File: src/rtl/irq_ctrl_pkg.sv
// irq_ctrl_pkg: shared constants, register offsets and byte-merge helper for irq_ctrl.
package irq_ctrl_pkg;
    localparam int IRQ_MEIP_BIT = 11;
    typedef enum logic [3:0] {
        IRQC_PENDING = 4'h0,
        IRQC_ENABLE  = 4'h4,
        IRQC_EDGE    = 4'h8,
        IRQC_CLAIM   = 4'hC
    } irqc_reg_e;
    function automatic logic [31:0] byte_merge(input logic [31:0] old_v, input logic [31:0] new_v, input logic [3:0] be);
        logic [31:0] r;
        for (int b = 0; b < 4; b++) r[8*b +: 8] = be[b] ? new_v[8*b +: 8] : old_v[8*b +: 8];
        return r;
    endfunction
endpackage

File: src/rtl/irq_ctrl_if.sv
// irq_ctrl_if: load/store register window bus between core and irq_ctrl.
interface irq_ctrl_if;
    logic        sel;
    logic        read;
    logic [3:0]  write;
    logic [3:0]  address;
    logic [31:0] data_in;
    logic [31:0] data_out;
    modport master (output sel, read, write, address, data_in, input data_out);
    modport slave  (input sel, read, write, address, data_in, output data_out);
endinterface

File: src/rtl/irq_gateway.sv
// irq_gateway: per-source sampling and pending latch; IRQ_SYNC_EN adds a 2-flop synchronizer.
module irq_gateway (
    input  logic clk,
    input  logic reset,
    input  logic src,
    input  logic edge_mode,
    input  logic in_service,
    input  logic claim,
    output logic pending
);
    logic s, src_prev;
`ifdef IRQ_SYNC_EN
    logic [1:0] sync;
    always_ff @(posedge clk or posedge reset)
        if (reset) sync <= '0;
        else sync <= {sync[0], src};
    assign s = sync[1];
`else
    assign s = src;
`endif
    // A fresh edge outranks a claim clearing the same source.
    always_ff @(posedge clk or posedge reset)
        if (reset) begin
            src_prev <= 1'b0;
            pending  <= 1'b0;
        end else begin
            src_prev <= s;
            pending  <= edge_mode ? (s & ~src_prev) | (pending & ~claim) : s & ~in_service;
        end
endmodule

File: src/rtl/irq_ctrl.sv
// irq_ctrl: platform interrupt controller with PENDING/ENABLE/EDGE/CLAIM window driving MEIP.
module irq_ctrl
    import irq_ctrl_pkg::*;
#(
    parameter int N_SRC   = 8,
    parameter int IRQ_BIT = IRQ_MEIP_BIT
) (
    input  logic             clk,
    input  logic             reset,
    input  logic [N_SRC-1:0] irq_src,
    irq_ctrl_if.slave        bus,
    output logic [31:0]      IRQ
);
    logic [N_SRC-1:0] pending, enable, edge_cfg, in_service, claimable, claim_oh, comp_oh;
    logic [4:0]  id;
    logic [31:0] rd_val;
    logic        rd, wr, irq_q, unused_addr;
    irqc_reg_e   reg_sel;
    assign unused_addr = ^bus.address[1:0];
    assign reg_sel   = irqc_reg_e'({bus.address[3:2], 2'b00});
    assign rd        = bus.sel & bus.read;
    assign wr        = bus.sel & ~bus.read;
    assign claimable = pending & enable & ~in_service;
    // Lowest index wins: scan downward so the last hit is the smallest.
    always_comb begin
        id       = '0;
        claim_oh = '0;
        comp_oh  = '0;
        for (int i = N_SRC - 1; i >= 0; i--) id = claimable[i] ? 5'(i + 1) : id;
        for (int i = 0; i < N_SRC; i++) begin
            claim_oh[i] = rd && reg_sel == IRQC_CLAIM && id == 5'(i + 1);
            comp_oh[i]  = wr && bus.write[0] && reg_sel == IRQC_CLAIM && bus.data_in[4:0] == 5'(i + 1);
        end
    end
    assign rd_val = reg_sel == IRQC_PENDING ? 32'(pending) :
                    reg_sel == IRQC_ENABLE  ? 32'(enable)  :
                    reg_sel == IRQC_EDGE    ? 32'(edge_cfg) : 32'(id);
    for (genvar g = 0; g < N_SRC; g++) begin : gw
        irq_gateway u_gw (
            .clk        (clk),
            .reset      (reset),
            .src        (irq_src[g]),
            .edge_mode  (edge_cfg[g]),
            .in_service (in_service[g]),
            .claim      (claim_oh[g]),
            .pending    (pending[g])
        );
    end
    always_ff @(posedge clk or posedge reset)
        if (reset) begin
            enable       <= '0;
            edge_cfg     <= '0;
            in_service   <= '0;
            bus.data_out <= '0;
            irq_q        <= 1'b0;
        end else begin
            if (wr && reg_sel == IRQC_ENABLE) enable <= N_SRC'(byte_merge(32'(enable), bus.data_in, bus.write));
            if (wr && reg_sel == IRQC_EDGE) edge_cfg <= N_SRC'(byte_merge(32'(edge_cfg), bus.data_in, bus.write));
            in_service <= (in_service | claim_oh) & ~comp_oh;
            if (rd) bus.data_out <= rd_val;
            irq_q <= |claimable;
        end
    assign IRQ = 32'(irq_q) << IRQ_BIT;
endmodule

File: src/flat_wrapper.sv
// flat-port wrapper written by rule: the top's interface ports become plain ports
module irq_ctrl_flat import irq_ctrl_pkg::*;
#(
    parameter int N_SRC   = 8,
    parameter int IRQ_BIT = IRQ_MEIP_BIT
)
  (clk, reset, irq_src, IRQ, bus_sel, bus_read, bus_write, bus_address, bus_data_in, bus_data_out);
  irq_ctrl_if bus_i ();
  input  logic clk;
  input  logic reset;
  input  logic [N_SRC-1:0] irq_src;
  output logic [31:0] IRQ;
  input wire logic [$bits(bus_i.sel)-1:0] bus_sel;
  input wire logic [$bits(bus_i.read)-1:0] bus_read;
  input wire logic [$bits(bus_i.write)-1:0] bus_write;
  input wire logic [$bits(bus_i.address)-1:0] bus_address;
  input wire logic [$bits(bus_i.data_in)-1:0] bus_data_in;
  output wire logic [$bits(bus_i.data_out)-1:0] bus_data_out;
  assign bus_i.sel = bus_sel;
  assign bus_i.read = bus_read;
  assign bus_i.write = bus_write;
  assign bus_i.address = bus_address;
  assign bus_i.data_in = bus_data_in;
  assign bus_data_out = bus_i.data_out;
  irq_ctrl #(.N_SRC(N_SRC), .IRQ_BIT(IRQ_BIT)) u_core (.clk(clk), .reset(reset), .irq_src(irq_src), .bus(bus_i), .IRQ(IRQ));
endmodule
File: config.mk
export PLATFORM = sky130hd
export DESIGN_NAME = irq_ctrl_flat
export DESIGN_NICKNAME = d
export VERILOG_FILES = /design/src/rtl/irq_ctrl_pkg.sv /design/src/rtl/irq_ctrl_if.sv /design/src/rtl/irq_gateway.sv /design/src/rtl/irq_ctrl.sv /design/src/flat_wrapper.sv
export SDC_FILE = /design/constraint.sdc
export NUM_CORES = 1
export LEC_CHECK = 0
export ABC_AREA = 1
export CAP_MARGIN = 5
export CORE_ASPECT_RATIO = 1.5
export CORE_MARGIN = 8
export CORE_UTILIZATION = 25
export CTS_CLUSTER_SIZE = 25
export DETAILED_ROUTE_END_ITERATION = 8
export SETUP_SLACK_MARGIN = 0.2
export SYNTH_ARGS = -nofsm -noshare
export SYNTH_HDL_FRONTEND = slang
export SYNTH_SLANG_ARGS = --single-unit
File: constraint.sdc
create_clock -name clk -period 4.45 [get_ports clk]
set_input_delay 1.1125 -clock clk [delete_from_list [all_inputs] [get_ports clk]]
set_output_delay 1.1125 -clock clk [all_outputs]
set_load 0.1 [all_outputs]
# --- Yosys cells after proc, flatten, opt, wreduce, memory -nomap -nowiden ---
# Index checks and enable logic that the tools add are counted.
word_totals:
  regBits: 73
  elab_cells: 149
  inputBits: 52
  output_inout_bits: 64
classes:
  n_reduce_logical: 25
  eq_ne: 19
  bitwise: 65
  n_mux: 19
op_table:
  columns: ["op", "n"]
  rows:
  - ["32-bit 2-to-1 mux", 2]
  - ["5-bit by 3-bit == test with 1-bit output, second input constant", 8]
  - ["5-bit 2-to-1 mux", 7]
  - ["1-bit bitwise AND", 26]
  - ["1-bit inverter", 25]
  - ["8-bit bitwise AND", 3]
  - ["1-bit logical AND", 21]
  - ["5-bit by 2-bit == test with 1-bit output, second input constant", 4]
  - ["8-bit inverter", 2]
  - ["5-bit by 1-bit == test with 1-bit output, second input constant", 2]
  - ["5-bit by 4-bit == test with 1-bit output, second input constant", 2]
  - ["1-bit 2-to-1 mux", 8]
  - ["8-bit 2-to-1 mux", 1]
  - ["1-bit bitwise OR", 8]
  - ["8-bit bitwise OR", 1]
  - ["8-bit OR reduction", 1]
  - ["2-bit == test, second input constant", 2]
  - ["4-bit logical NOT", 1]
  - ["4-bit 2-to-1 mux", 1]
  - ["2-bit AND reduction", 2]
  - ["2-bit by 1-bit == test with 1-bit output, second input constant", 1]

# --- Logic depth before layout (Yosys ltp) ---
# Gate-level depths: netlist (run 1).
logic_depth:
  word_depth: 16
  mapped_depth: 13
  depth_no_buf: 13

# --- Modules after synthesis ---
# A second synthesis (run 1) with hierarchy kept.
unflattened:
  hier_cells: 390
  hier_area_um2: 2885.3
modules_own_cells:
  columns: ["mod", "cells_per_inst", "n_inst", "seq_area_each_um2", "area_per_inst_um2"]
  rows:
  - ["irq_ctrl", 294, 1, 825.8, 2154.6]
  - ["irq_gateway", 12, 8, 50.0, 91.3]

# --- Worst setup path before layout (run 1) ---
# OpenSTA, ideal clock, no wires.
synth_timing:
  kind: "input port to flip-flop"
  from: "input port bus_address[2]"
  to: "register u_core.gw[3].u_gw.pending"
  arrival_time_ns: 1.907
  stages: 10
  setup_ns: 0.116
  path_slack_ns: 2.426
  path_cell_list: "buf_4 > nand2_2 > nor2_4 > inv_2 > nor2_4 > nand4_1 > nand2_1 > nand2_1 > nand2_1 > nand2_1"
synth_between:
  elab_chain_cells: 7
synth_rtl:
  columns: ["item", "line", "rtl"]
  rows:
  - ["start: declaration", "flat_wrapper.sv:16", "input wire logic [$bits(bus_i.address)-1:0] bus_address;"]
  - ["2-bit == test", "irq_ctrl.sv:31", "claim_oh[i] = rd && reg_sel == IRQC_CLAIM && id == 5'(i + 1);"]
  - ["1-bit logical AND (2 in series)", "irq_ctrl.sv:31", null]
  - ["1-bit inverter", "irq_gateway.sv:28", "pending <= edge_mode ? (s & ~src_prev) | (pending & ~claim) : s & ~in_service;"]
  - ["1-bit bitwise AND", "irq_gateway.sv:28", null]
  - ["1-bit bitwise OR", "irq_gateway.sv:28", null]
  - ["1-bit 2-to-1 mux", "irq_gateway.sv:28", null]
  - ["end signal: assignment", "irq_gateway.sv:28", null]
  - ["end: declaration", "irq_gateway.sv:9", "output logic pending"]
# Every way passes these cells.
# A chain may end at the register's enable or synchronous reset.

# --- Worst setup path after layout (run 1) ---
layout_timing:
  from: "register u_core.bus.data_out[4]"
  to: "output port bus_data_out[4]"
layout_lines:
  columns: ["item", "line", "rtl"]
  rows:
  - ["start: declaration", "irq_ctrl_if.sv:10", "modport slave (input sel, read, write, address, data_in, output data_out);"]
  - ["start signal: assignment", "irq_ctrl.sv:60", "if (rd) bus.data_out <= rd_val;"]
  - ["end: declaration", "flat_wrapper.sv:18", "output wire logic [$bits(bus_i.data_out)-1:0] bus_data_out;"]
# No word-level cell between the ends.

==> results of run 1 <==
[metal layers]
metal	GRT usage [%]	vias up
li1	-	1080
met1	10.1	1029
met2	17.2	120
met3	1.58	19
met4	6.86	0
met5	0	-
[how the worst max path moves through the flow]
| stage | startpoint | endpoint | slack [ns] |
|---|---|---|---|
| 6_report | u_core.bus.data_out[4] | bus_data_out[4] | 1.54 |
| 4_1_cts | u_core.bus.data_out[6] | bus_data_out[6] | 1.53 |
| 3_5_place_dp | bus_address[2] | u_core.bus.data_out[0] | 1.45 |
| 5_1_grt | u_core.bus.data_out[3] | bus_data_out[3] | 1.49 |
| 2_1_floorplan | reset | u_core.bus.data_out[0] | 2.16 |
| 3_3_place_gp | bus_address[2] | u_core.bus.data_out[0] | 1.43 |
[sequential cells by signal, summed over array words and instances (netlist names)]
| signal | count |
|---|---|
| u_core.bus.data_out | 8 |
| u_core.edge_cfg | 8 |
| u_core.enable | 8 |
| u_core.gw.u_gw.pending | 8 |
| u_core.gw.u_gw.src_prev | 8 |
| u_core.in_service | 8 |
| u_core.irq_q | 1 |
[layout by cell type (no fill, tap or decap), drive strengths merged, types with 4 or more instances in the layout]
cell type | Yosys | layout
nand3 | 19 | 19
a21oi | 10 | 10
dfrtp | 49 | 49
conb | 1 | 55
clkdlybuf4s50 | 0 | 31
nand2 | 89 | 89
clkbuf | 0 | 7
nor2 | 30 | 30
o21ai | 29 | 29
nor3 | 5 | 5
inv | 41 | 41
a22oi | 4 | 4
[tightest hold or removal path: cells and delay by family (launching register included)]
kind / cells / cell delay, ns
AND/OR/NAND/NOR: 2 / 0.10
flip-flops: 1 / 0.34
[stage by stage]
step           hold slack [ns]  worst slack, ns  instance area (sq um)  utilization, %
2_1_floorplan            0.458             2.16                   3020               -
3_3_place_gp             0.466             1.43                   3080            28.0
3_5_place_dp             0.471             1.45                   3080            28.0
4_1_cts                  0.488             1.53                   3220            29.3
5_1_grt                  0.507             1.49                   3220            29.3
6_report                 0.478             1.54                   3220            29.3
[kinds of logic (layout without fill, tap and decap cells)]
logic type / after synthesis / in the layout / share of synthesized area [%]
AND/OR/NAND/NOR: 145 / 145 / 23.4
AO/OA/AOI/OAI: 55 / 55 / 11.7
other: 1 / 55 / 0.133
buffers and inverters: 101 / 81 / 21.2
flip-flops: 49 / 49 / 43.6
[where the power goes]
part | switching, mW | internal [mW]
combinational | 0.458 | 0.110
sequential | 0.0585 | 0.520
clock | 0.159 | 0.221
total | 0.675 | 0.851
[cell type report]
class                      count  area (sq um)
multi-input combinational    255          1190
sequential                    49          1230
timing repair buffer          32           318
inverter                      42           158
tap                          147           184
clock buffer                   7           143
fill                        1188          7770
==> flow_metrics.tcl, run 1 <==
set metrics [dict create \
    drt_iter0_drc 125 \
    path_buf_inv 1 \
    drt-met1-wl_mm 2.63 \
    r2r_end "u_core.gw[6].u_gw.pending" \
    vias 2248 \
    cp-end-kind "output pin" \
    hold_path_depth 2 \
    rsz0062_at_grt "false" \
    die-area_sq_um 15000 \
    status "finished clean" \
    grt-ovfl-total 0 \
    synth_edf_count 0 \
    firstDrtPassIters 4 \
    powerDensity_nw_per_um2 474 \
    reg2reg_from "u_core.in_service[5]" \
    final_layout_size_suffix_gt1_share_pct 9.09 \
    max-clock-path-buffers 2 \
    clock_sinks 49 \
    rr_worst_depth 12 \
    routed-wl-met3_microns 670 \
    finalHoldViolCount 0 \
    diodes 0 \
    die_h_microns 146 \
    power_mw 1.53 \
    synth_flop_cell "dfrtp_1" \
    ys_ff_latch 49 \
    async_reset_ff_share_pct 100 \
    rrSetupSlack_ns 2.88 \
    ys_warn_count 0 \
    netlist_area_sq_um 2810 \
    ir_drop_mv 0.160 \
    maxSlewHeadroom_pct 30.6 \
    leakagePower_nw 1.56 \
    synth.yosys.seq_area_share_pct 43.6 \
    syn_inst 351 \
    fp.dieW_microns 103 \
    worst_pin_slew_ns 1.04 \
    numCtsBuffers 5 \
    critPathMaxStageDelay_ns 1.15 \
    grt_pass1_vias 2120 \
    dpl.hpwl_mm 5.86 \
    path_max_fanout 2 \
    cts.reportedPaths.clkPinSlew_ns 0.06 \
    place_inst 525 \
    min_from "u_core.bus.data_out[2]" \
    slew_violations 0 \
    cts_setup_buffers 0 \
    grt_antenna_before_repair 0 \
    wl_per_cell_microns 13.8 \
    setup_violations 0 \
    routed_wl_mm 7.32 \
    cts.repair.resized 0 \
    met2_length_mm 3.70 \
    fmax_mhz 343 \
    fin_nets 437 \
    ant_nets 0 \
    cts-root-buf "clkbuf_16" \
    min_period_over_period_pct 65.4 \
    synthTopCellsByCount "nand2_1 (80), buf_4 (57), dfrtp_1 (49)" \
    drc 0 \
    port_buffers 31 \
    globalplace.congestion 0.845 \
    min_period_ns 2.91 \
    hold_path_end "u_core.bus.data_out[2]" \
    via_per_inst 4.23 \
    fin_cells 532 \
    path_cells "clkdlybuf4s50_1" \
    yosysUniqueCellTypes 31 \
    crit_arrival_ns 1.80 \
    critical_path_class "register to output pin" \
    yosys.area.top_type_share_pct 43.6 \
    syn_to_final_growth_pct 14.5 \
    synth_area_leaders "dfrtp_1 (44%), buf_4 (15%), nand2_1 (11%)" \
    htreeDepth 2 \
    hold_class "register to register" \
    cp_top_family "buffers and inverters" \
    path_depth 1 \
    critPathSlowestCell "clkdlybuf4s50_1" \
    fin_skew_ns 0.00630 \
    worst_ep_required_time_ns 3.34 \
    io_pins 116 \
    grt_max_degree 50 \
    startpoint_type "register" \
    grt_pass1_wl_mm 11.1 \
    yosysTopAreaCell "dfrtp_1" \
    core_sq_um 11000 \
    routed.top_layer "met4" \
    maxCapViolCount 0 \
    start_util_pct 25.6 \
    syn_avg_cell_area_sq_um 8.01 \
    tns_ns 0 \
    insertion_delay_ns 0.29 \
    grtUsageTotal_pct 9.79 \
    fp-row-count 47 \
    post-synth-top-count-cell "nand2_1" \
    cts_hold_buffers 0 \
    cts_tree "done" \
]
Note: power is estimated with default switching activity, not from simulation.
==> inputs of run 2 (changes only) <==
Clock period 4.45 ns to 2.9 ns, I/O delays scaled along.
==> flow_metrics.tcl, run 2 (synthesis results as in run 1) <==
set metrics [dict create \
    status "finished clean" \
    globalplace.congestion 0.847 \
    diodes 0 \
    final_cell_mix "nand2_1 (80), conb_1 (55), dfrtp_1 (49)" \
    p_seq_share_pct 37.5 \
    wl_per_cell_microns 13.7 \
    grt_max_degree 35 \
    max-clock-path-buffers 2 \
    firstDrtPassIters 4 \
    cp-end-kind "register" \
    die_h_microns 146 \
    maxCapViolCount 0 \
    grt_pass1_vias 2294 \
    p_clk_share_pct 25.8 \
    maxSlewHeadroom_pct 52.4 \
    grt-ovfl-total 0 \
    cts.reportedPaths.clkPinSlew_ns 0.06 \
    cts_hold_buffers 0 \
    critPathMostFrequentCell "nand2_1" \
    critPathSlowestCell "clkdlybuf4s50_1" \
    cts-root-buf "clkbuf_16" \
    path_max_fanout 7 \
    io_pins 116 \
    final_common_cell "nand2_1" \
    switching_power_mw 1.06 \
    grt_antenna_before_repair 0 \
    critical_path_class "input pin to register" \
    startpoint_type "input pin" \
    path_cells "clkdlybuf4s50_1 -> inv_2 -> nand2_2 -> inv_1 -> a221oi_1 -> nand2_1 -> o211ai_1 -> nand2_1" \
    cts.repair.resized 0 \
    insertion_delay_ns 0.29 \
    setup_violations 0 \
    cts_tree "done" \
    tns_ns 0 \
    die-area_sq_um 15000 \
    slew_violations 0 \
    htreeDepth 2 \
    worst_pin_slew_ns 0.713 \
    drc 0 \
    clock_sinks 49 \
    via_per_inst 4.15 \
    cts_setup_buffers 0 \
    grtUsageTotal_pct 9.97 \
    powerDensity_nw_per_um2 730 \
    ir_drop_mv 0.221 \
    start_util_pct 25.6 \
    swShare_pct 44.7 \
    vias 2230 \
    routed_wl_mm 7.35 \
    p_comb_share_pct 36.6 \
    finalHoldViolCount 0 \
    min_period_over_period_pct 76.8 \
    leakagePower_nw 1.60 \
    fmax_mhz 449 \
    crit_arrival_ns 2.41 \
    hold_class "register to register" \
    p_int_mw 1.31 \
    syn_to_final_growth_pct 15.3 \
    fp-row-count 47 \
    drt_iter0_drc 105 \
    fin_cells 537 \
    ant_nets 0 \
    rsz0062_at_grt "false" \
    final_layout_size_suffix_gt1_share_pct 12.8 \
    grt_pass1_wl_mm 11.5 \
    core_sq_um 11000 \
    holdWs_ns 0.480 \
    critPathMaxStageDelay_ns 0.72 \
    fp.dieW_microns 103 \
    numCtsBuffers 5 \
    place_inst 529 \
    dpl.hpwl_mm 6.04 \
    utilization_pct 29.5 \
    worst_ep_required_time_ns 3.08 \
    fin_nets 441 \
    fin_skew_ns 0.00561 \
    port_buffers 31 \
    min_period_ns 2.23 \
]
[run 2: worst paths after layout]
check	from	to	slack [ns]	cells after the start
setup / recovery	bus_address[2]	u_core.bus.data_out[0]	0.67	8
hold / removal	u_core.bus.data_out[2]	u_core.bus.data_out[2]	0.48	2
setup reg to reg	u_core.in_service[5]	u_core.gw[6].u_gw.pending	1.32	12
hold reg to reg	u_core.bus.data_out[2]	u_core.bus.data_out[2]	0.48	2
max in group asynchronous	reset	u_core.irq_q	1.43	3
min in group asynchronous	reset	u_core.edge_cfg[5]	0.86	2
[run 2: worst max-delay path: cells and delay by family]
kind | cells | cell delay, ns
AO/OA/AOI/OAI | 2 | 0.36
buffers and inverters | 3 | 0.97
AND/OR/NAND/NOR | 3 | 0.34
[run 2: power groups by stage]
stage / Sequential (mW) / Combinational (mW) / Clock (mW)
5_1_grt: 0.905 / 0.926 / 0.654
2_1_floorplan: 1.01 / 0.651 / 0
6_report: 0.888 / 0.868 / 0.612
4_1_cts: 0.888 / 0.871 / 0.628
3_5_place_dp: 0.901 / 0.869 / 0
3_3_place_gp: 0.897 / 0.863 / 0
[run 2: cell type report]
class | instances | area (sq um)
inverter | 42 | 158
timing repair buffer | 36 | 325
sequential | 49 | 1230
clock buffer | 6 | 139
tap | 147 | 184
multi-input combinational | 255 | 1190
clock inverter | 2 | 17.5
fill | 1215 | 7750
[run 2: layer usage]
| layer | global-route usage (%) | share of wire [%] | vias to the layer above |
|---|---|---|---|
| li1 | - | - | 1090 |
| met1 | 10.1 | 36 | 1026 |
| met2 | 18.5 | 52 | 101 |
| met3 | 1.63 | 9.2 | 13 |
| met4 | 5.31 | 2.9 | 0 |
| met5 | 0 | 0 | - |
[run 2: stage by stage]
stage | cell area [sq um] | worst slack, ns | power (mW)
6_report | 3240 | 0.674 | 2.37
5_1_grt | 3240 | 0.585 | 2.48
4_1_cts | 3240 | 0.671 | 2.39
3_5_place_dp | 3090 | 0.360 | 1.77
3_3_place_gp | 3090 | 0.384 | 1.76
2_1_floorplan | 3020 | 1.00 | 1.66
==> inputs of run 3 (changes only) <==
Clock period 2.9 ns to 1.8 ns, I/O delays scaled along.
==> flow_metrics.tcl, run 3 (synthesis results as in run 1) <==
set metrics [dict create \
    min_period_over_period_pct 81.0 \
    final_cell_mix "nand2_1 (77), conb_1 (55), dfrtp_1 (49)" \
    dpl_cell_area_sq_um 3370 \
    cp-end-kind "register" \
    fp.dieW_microns 103 \
    critical_path_class "input pin to register" \
    htreeDepth 2 \
    hold_class "register to register" \
    switching_power_mw 1.72 \
    insertion_delay_ns 0.29 \
    cp_top_family "buffers and inverters" \
    leakagePower_nw 1.78 \
    io_pins 116 \
    setup_violations 0 \
    rrSetupSlack_ns 0.35 \
    ir_drop_mv 0.389 \
    wl_per_cell_microns 12.9 \
    grtUsageTotal_pct 9.70 \
    grt_pass1_wl_mm 11.3 \
    dpl.hpwl_mm 5.77 \
    worst_slack_ns 0.342 \
    start_util_pct 25.6 \
    die_h_microns 146 \
    power_mw 3.99 \
    fin_cells 555 \
    p_seq_share_pct 36.4 \
    powerDensity_nw_per_um2 1120 \
    postLayoutCellArea_sq_um 3570 \
    via_per_inst 4.12 \
    cts-root-buf "clkbuf_16" \
    vias 2287 \
    grt-ovfl-total 0 \
    drt_iter0_drc 144 \
    diodes 0 \
    critPathSlowestCell "clkdlybuf4s50_1" \
    fin_skew_ns 0.00282 \
    syn_to_final_growth_pct 27.1 \
    path_buf_inv 3 \
    path_cells "clkdlybuf4s50_1 -> nand2_1 -> nor2_2 -> buf_4 -> nand3_1 -> buf_12 -> nand2_1 -> o21ai_1" \
    cts.reportedPaths.clkPinSlew_ns 0.06 \
    holdWs_ns 0.498 \
    startpoint_type "input pin" \
    p_comb_share_pct 38.4 \
    swShare_pct 43.1 \
    maxCapViolCount 0 \
    die-area_sq_um 15000 \
    critPathMaxStageDelay_ns 0.46 \
    fp-row-count 47 \
    utilization_pct 32.5 \
    final_common_cell "nand2_1" \
    ant_nets 0 \
    finalHoldViolCount 0 \
    clock_sinks 49 \
    globalplace.congestion 0.949 \
    firstDrtPassIters 4 \
    status "finished clean" \
    critPathMostFrequentCell "nand2_1" \
    grt_antenna_before_repair 0 \
    drc 0 \
    worst_ep_required_time_ns 1.98 \
    crit_arrival_ns 1.63 \
    final_layout_size_suffix_gt1_share_pct 19.1 \
    p_int_mw 2.27 \
    grt_pass1_vias 2280 \
    core_sq_um 11000 \
    numCtsBuffers 5 \
    cts_hold_buffers 0 \
    max-clock-path-buffers 2 \
    grt_max_degree 50 \
    p_clk_share_pct 25.1 \
    fmax_mhz 686 \
    fin_nets 459 \
    pre_cts_ws_ns -0.218 \
    routed_wl_mm 7.16 \
    tns_ns 0 \
    cts_tree "done" \
    place_inst 546 \
    slew_violations 0 \
    rsz0062_at_grt "false" \
    port_buffers 31 \
    path_max_fanout 16 \
    min_period_ns 1.46 \
]
run 3: cell types whose count changed in the layout (fill, tap and decap cells not counted), sizes merged:
cell,change
buf,+18
clkbuf,+1
clkdlybuf4s50,-4
clkinv,-1
clkinvlp,+1
dlygate4sd2,+1
dlymetal6s2s,+3
inv,-1
run 3: final timing paths:
check / start / end / depth (start not counted)
min in group asynchronous: reset / u_core.enable[5] / 3
max in group asynchronous: reset / u_core.bus.data_out[0] / 3
hold / removal: u_core.edge_cfg[2] / u_core.gw[2].u_gw.pending / 2
setup reg to reg: u_core.enable[1] / u_core.gw[3].u_gw.pending / 10
setup / recovery: bus_write[0] / u_core.enable[1] / 8
hold reg to reg: u_core.edge_cfg[2] / u_core.gw[2].u_gw.pending / 2
run 3: power by group through the flow:
| stage | Clock [mW] | Combinational (mW) | Sequential (mW) |
|---|---|---|---|
| detailed placement | 0 | 1.52 | 1.47 |
| finish | 1.00 | 1.53 | 1.45 |
| global placement | 0 | 1.51 | 1.47 |
| global route | 1.08 | 1.63 | 1.48 |
| CTS | 1.04 | 1.52 | 1.46 |
| floorplan | 0 | 1.05 | 1.63 |
run 3: tightest hold or removal path, stage by stage, from the launching register on:
cell and delay, ns:
dfrtp_1 0.37, nand2_1 0.06, nand2_1 0.04
run 3: timing repair:
action	CTS	global route
resized for setup	4	10
buffers inserted	0	1
setup endpoints to repair	12	28
endpoints found under the hold margin	0	0
pin swaps	0	2
run 3: cell type report:
type,instances,area (sq um)
clock inverters,1,8.76
multi-input cells,255,1220
clock buffers,7,153
fillers,1156,7420
well taps,147,184
flip-flops and latches,49,1230
inverters,42,161
repair buffers,54,617
run 3: routing by layer:
| metal | GRT usage (%) | routed length (microns) |
|---|---|---|
| met5 | 0 | 0 |
| met4 | 4.43 | 174 |
| met3 | 2.16 | 646 |
| met2 | 17.2 | 3610 |
| met1 | 10.4 | 2730 |
